$ cat src/rtl/alu.sv
// Hack-style ALU (zx/nx/zy/ny/f/no) with a single registered output stage.
// Optional zr/ng flag outputs are compiled in when ALU_FLAGS_EN is defined.
module alu #(
    parameter int unsigned WIDTH = 16
) (
    input  logic             clk,
    input  logic             rst_n,
    input  logic             in_valid,
    input  logic [WIDTH-1:0] x,
    input  logic [WIDTH-1:0] y,
    input  logic             zx,
    input  logic             nx,
    input  logic             zy,
    input  logic             ny,
    input  logic             f,
    input  logic             no,
    output logic [WIDTH-1:0] out,
`ifdef ALU_FLAGS_EN
    output logic             zr,
    output logic             ng,
`endif
    output logic             out_valid
);

    logic [WIDTH-1:0] x_z_c;
    logic [WIDTH-1:0] x_p_c;
    logic [WIDTH-1:0] y_z_c;
    logic [WIDTH-1:0] y_p_c;
    logic [WIDTH-1:0] r_c;
    logic [WIDTH-1:0] res_c;

    logic [WIDTH-1:0] out_q;
    logic [WIDTH-1:0] out_d;
    logic             valid_q;
    logic             valid_d;

    // Operand preconditioning, function select and output negate
    always_comb begin
        x_z_c = zx ? '0 : x;
        x_p_c = nx ? ~x_z_c : x_z_c;
        y_z_c = zy ? '0 : y;
        y_p_c = ny ? ~y_z_c : y_z_c;
        r_c   = f ? WIDTH'(x_p_c + y_p_c) : (x_p_c & y_p_c);
        res_c = no ? ~r_c : r_c;
    end

    // Result is captured only on accepted cycles; otherwise it holds
    always_comb begin
        out_d   = out_q;
        valid_d = in_valid;
        if (in_valid) begin
            out_d = res_c;
        end
    end

    always_ff @(posedge clk or negedge rst_n) begin
        if (!rst_n) begin
            out_q   <= '0;
            valid_q <= 1'b0;
        end else begin
            out_q   <= out_d;
            valid_q <= valid_d;
        end
    end

    assign out       = out_q;
    assign out_valid = valid_q;

`ifdef ALU_FLAGS_EN
    logic zr_q;
    logic zr_d;
    logic ng_q;
    logic ng_d;

    // Flags track the registered result and share its capture condition
    always_comb begin
        zr_d = zr_q;
        ng_d = ng_q;
        if (in_valid) begin
            zr_d = (res_c == '0);
            ng_d = res_c[WIDTH-1];
        end
    end

    always_ff @(posedge clk or negedge rst_n) begin
        if (!rst_n) begin
            zr_q <= 1'b0;
            ng_q <= 1'b0;
        end else begin
            zr_q <= zr_d;
            ng_q <= ng_d;
        end
    end

    assign zr = zr_q;
    assign ng = ng_q;
`endif

endmodule

$ cat config.mk
export PLATFORM = sky130hd
export DESIGN_NAME = alu
export DESIGN_NICKNAME = d
export VERILOG_FILES = /design/src/rtl/alu.sv
export SDC_FILE = /design/constraint.sdc
export NUM_CORES = 1
export LEC_CHECK = 0
export CELL_PAD_IN_SITES_DETAIL_PLACEMENT = 1
export CELL_PAD_IN_SITES_GLOBAL_PLACEMENT = 2
export CORE_MARGIN = 3
export CORE_UTILIZATION = 34
export CTS_CLUSTER_SIZE = 8
export DETAILED_ROUTE_END_ITERATION = 8
export DONT_BUFFER_PORTS = 1
export PLACE_DENSITY_LB_ADDON = 0.15
export RECOVER_POWER = 50
export SYNTH_ARGS = -nofsm -noshare
export SYNTH_HDL_FRONTEND = slang
export SYNTH_SLANG_ARGS = --single-unit
$ cat constraint.sdc
create_clock -name clk -period 0.8 [get_ports clk]
set_input_delay 0.12 -clock clk [delete_from_list [all_inputs] [get_ports clk]]
set_output_delay 0.12 -clock clk [all_outputs]
set_load 0.02 [all_outputs]
==> flow_summary.toml <==
[cells_and_area]
drive_gt1_frac = 0.372
fin_area_mm2 = 0.00308
area_growth_syn_to_layout_pct = 42.6
layoutNonFillerInstCount = 379
nets = 363
num_antenna_cells = 0

[synth]
yosys.area.top_type_share = 0.227
yosysWarnings = 0
synthTopCellsByArea = "xnor2_1, dfrtp_1, ha_1, nand2b_1, mux2_2"
synth_area_leader_cell = "xnor2_1"
synth_cells = 243
netlist_area_mm2 = 0.00216
synth_edf_count = 0
syn-num-nets = 301
synthFlopType = "dfrtp_1"
synthArstFlopShare = 1.00
yosysSeqAreaShare = 0.197
ys_types = 38
yosys_register_bits = 17
syn_area_per_cell_um2 = 8.88

[clocking]
cts_sinks = 17
root_buffer = "clkbuf_8"
numCtsBuffers = 3
cts_tree = "built"
h-tree-depth = 1
worstSkewPairLatency_ns = 0.25
cts.clk_slew.worst_paths_ns = 0.07
clockBufferDepth = 2

[pwr]
ir_drop_mv = 1.41
power.density_mw_per_mm2 = 2070
finalPower_uw = 6370
p_leak_uw = 0.00134

[worst_setup_path]
slowest_delay_ns = 0.37
crit_slowest_cell = "fa_2"
path_cells = "nand2b_4 > xnor2_2 > ha_2 > fa_2 > a21o_1 > a221oi_4 > nor2_1 > a311oi_2 > xnor2_1 > mux2i_1 > xnor2_1 > mux2_4"
startpoint_type = "input port"
crit_type = "in -> reg"
required_ns = 0.94
crit_arrival_ns = 2.43
cpMostUsedCell = "xnor2_1"
path_buf_inv = 0
crit_path_end_kind = "register"
crit_family = "compound AO/OA/AOI/OAI gates"
r2r_cells = 2
cp.depth = 12
cp_max_fo = 16

[status]
violations = "negative hold slack, negative setup slack"
status = "complete, but fails checks"

[die]
coreArea_mm2 = 0.00603
start_util = 0.358
row_count = 28
fp.dieH_um = 85.7
die_x_um = 85.7
io_pins = 58
dieArea_mm2 = 0.00734

[grt]
grt_util_all_layers = 0.164
grt-ovfl-total = 0
grt_pass1_vias = 1974
grt_max_degree = 25
antenna_found_initial = 0
grt_first_pass_wirelength_um = 9840

[timing]
relSlewSlack = 0.389
setup_slack_ns = -1.49
rsz0062_at_grt = "true"
fin_crit_ns = 2.29
max_freq_ghz = 0.437
finalSetupViolations = 33
hold_slack_ns = -0.0304
min_period_over_period = 2.86
worst_pin_slew_ns = 0.917
fin_skew_ns = 0
drv_slew = 0
finalHoldViolations = 17

[placed_design]
post-place-cells = 359
dp_hpwl_um = 4690
postPlaceCellArea_mm2 = 0.00269
port_buffers = 0
gp_congestion = 0.763

[detailed_routing]
wire_per_inst_um = 15.3
drt_pass1_iterations = 4
dr.first_iter.drc_count = 21
via_per_inst = 4.94
ant_nets = 0
wl_um = 5790
drc_errors = 0
dr_total_vias = 1871

[worst_hold_path]
min-delay-path-class = "in -> async"

[job]
cap_violations = 0
[final timing paths]
check	from	to	slack (ns)
setup / recovery	zx	out[10]$_DFFE_PN0P_	-1.49
max in group asynchronous	rst_n	out[4]$_DFFE_PN0P_	0.26
hold / removal	rst_n	out[13]$_DFFE_PN0P_	-0.03
hold reg to reg	out[15]$_DFFE_PN0P_	out[15]$_DFFE_PN0P_	0.53
setup reg to reg	out[10]$_DFFE_PN0P_	out[10]$_DFFE_PN0P_	-0.10
min in group clk	in_valid	out[15]$_DFFE_PN0P_	0.02
[worst reg2reg max path, cell delays in order, from the launching register on]
cell	delay [ns]
dfrtp_1	0.39
buf_4	0.14
mux2_4	0.26
[state kept, by name, indices dropped and copies added, names as in the netlist]
register and flops:
out_valid 1, out 16
[repair_timing]
item                                   in CTS  in global routing
gates cloned                                0                  0
resized for setup                          36                 11
hold buffers                                3                  0
setup buffers                              12                  1
pin swaps                                  24                 12
setup endpoints to repair                  33                 50
endpoints found under the hold margin      21                  0
[routing by layer]
metal | GRT usage | share of wire | up-vias
met4 | 0.0475 | 0.011 | 0
li1 | - | - | 955
met2 | 0.270 | 0.45 | 46
met1 | 0.229 | 0.50 | 865
met5 | 0 | 0 | -
met3 | 0.0115 | 0.034 | 5
[through the flow]
stage / setup slack, ns / setup TNS (ns) / util
floorplan: -1.79 / -21.72 / -
global placement: -1.86 / -23.54 / 0.446
detailed placement: -1.94 / -24.44 / 0.446
CTS: -1.46 / -22.62 / 0.500
global route: -1.60 / -22.79 / 0.511
finish: -1.49 / -20.69 / 0.511
[synth_stat cells (2+ instances only)]
| cell type | count |
|---|---|
| a21o_1 | 6 |
| a21oi_1 | 13 |
| a311oi_1 | 3 |
| a31oi_1 | 2 |
| and3_1 | 2 |
| buf_1 | 2 |
| clkbuf_1 | 12 |
| dfrtp_1 | 17 |
| ha_1 | 16 |
| inv_1 | 2 |
| mux2_2 | 12 |
| mux2i_1 | 12 |
| nand2_1 | 6 |
| nand2b_1 | 32 |
| nand3_1 | 7 |
| nor2_1 | 9 |
| nor2b_1 | 2 |
| o211ai_1 | 4 |
| o21ai_0 | 7 |
| xnor2_1 | 56 |
| xor2_1 | 4 |
[report_power, final]
group | switching (uW) | internal, uW | total, uW | leakage (uW)
clock | 290 | 354 | 644 | 0.0000228
combinational | 1880 | 2480 | 4360 | 0.00112
sequential | 220 | 1140 | 1370 | 0.000198
total | 2390 | 3980 | 6370 | 0.00134
[kinds of logic (layout without fill, tap and decap cells)]
group                      after synthesis  after routing  share of synthesized area
AOI/OAI and AO/OA                       44             44                      0.135
xor gates and xnor gates                60             60                      0.244
adders and majority gates               17             17                      0.102
buffers and inverters                   18             79                     0.0354
DFF                                     17             17                      0.197
muxes                                   25             25                      0.125
and+or+nand+nor                         62             62                      0.161
[cells in the final DEF (no fill, tap or decap), drive strengths merged]
cell | netlist | final
o211a | 1 | 1
nand2b | 32 | 32
and3 | 2 | 2
nor2 | 9 | 9
dlygate4sd3 | 0 | 2
nand2 | 6 | 6
inv | 2 | 2
fa | 1 | 1
nand3b | 1 | 1
a21oi | 13 | 13
mux2 | 13 | 13
a2bb2oi | 1 | 1
nand4bb | 1 | 1
nand3 | 7 | 7
a221oi | 1 | 1
or2 | 1 | 1
dfrtp | 17 | 17
o2bb2ai | 1 | 1
o31ai | 1 | 1
ha | 16 | 16
o21ai | 8 | 8
mux2i | 12 | 12
o21bai | 1 | 1
a311oi | 3 | 3
a22oi | 1 | 1
xor2 | 4 | 4
o21a | 1 | 1
xnor2 | 56 | 56
buf | 4 | 70
a31oi | 2 | 2
a21o | 6 | 6
clkbuf | 12 | 5
nor2b | 2 | 2
o211ai | 4 | 4
nand4 | 1 | 1
[area by class of cell]
type | count | area [um2]
Inverter | 2 | 7.51
Clock buffer | 4 | 45.0
Tap cell | 75 | 93.8
Sequential cell | 17 | 425
Multi-Input combinational cell | 208 | 1880
Fill cell | 693 | 2950
Timing Repair Buffer | 73 | 624
Note: power is estimated with default switching activity, not from simulation.
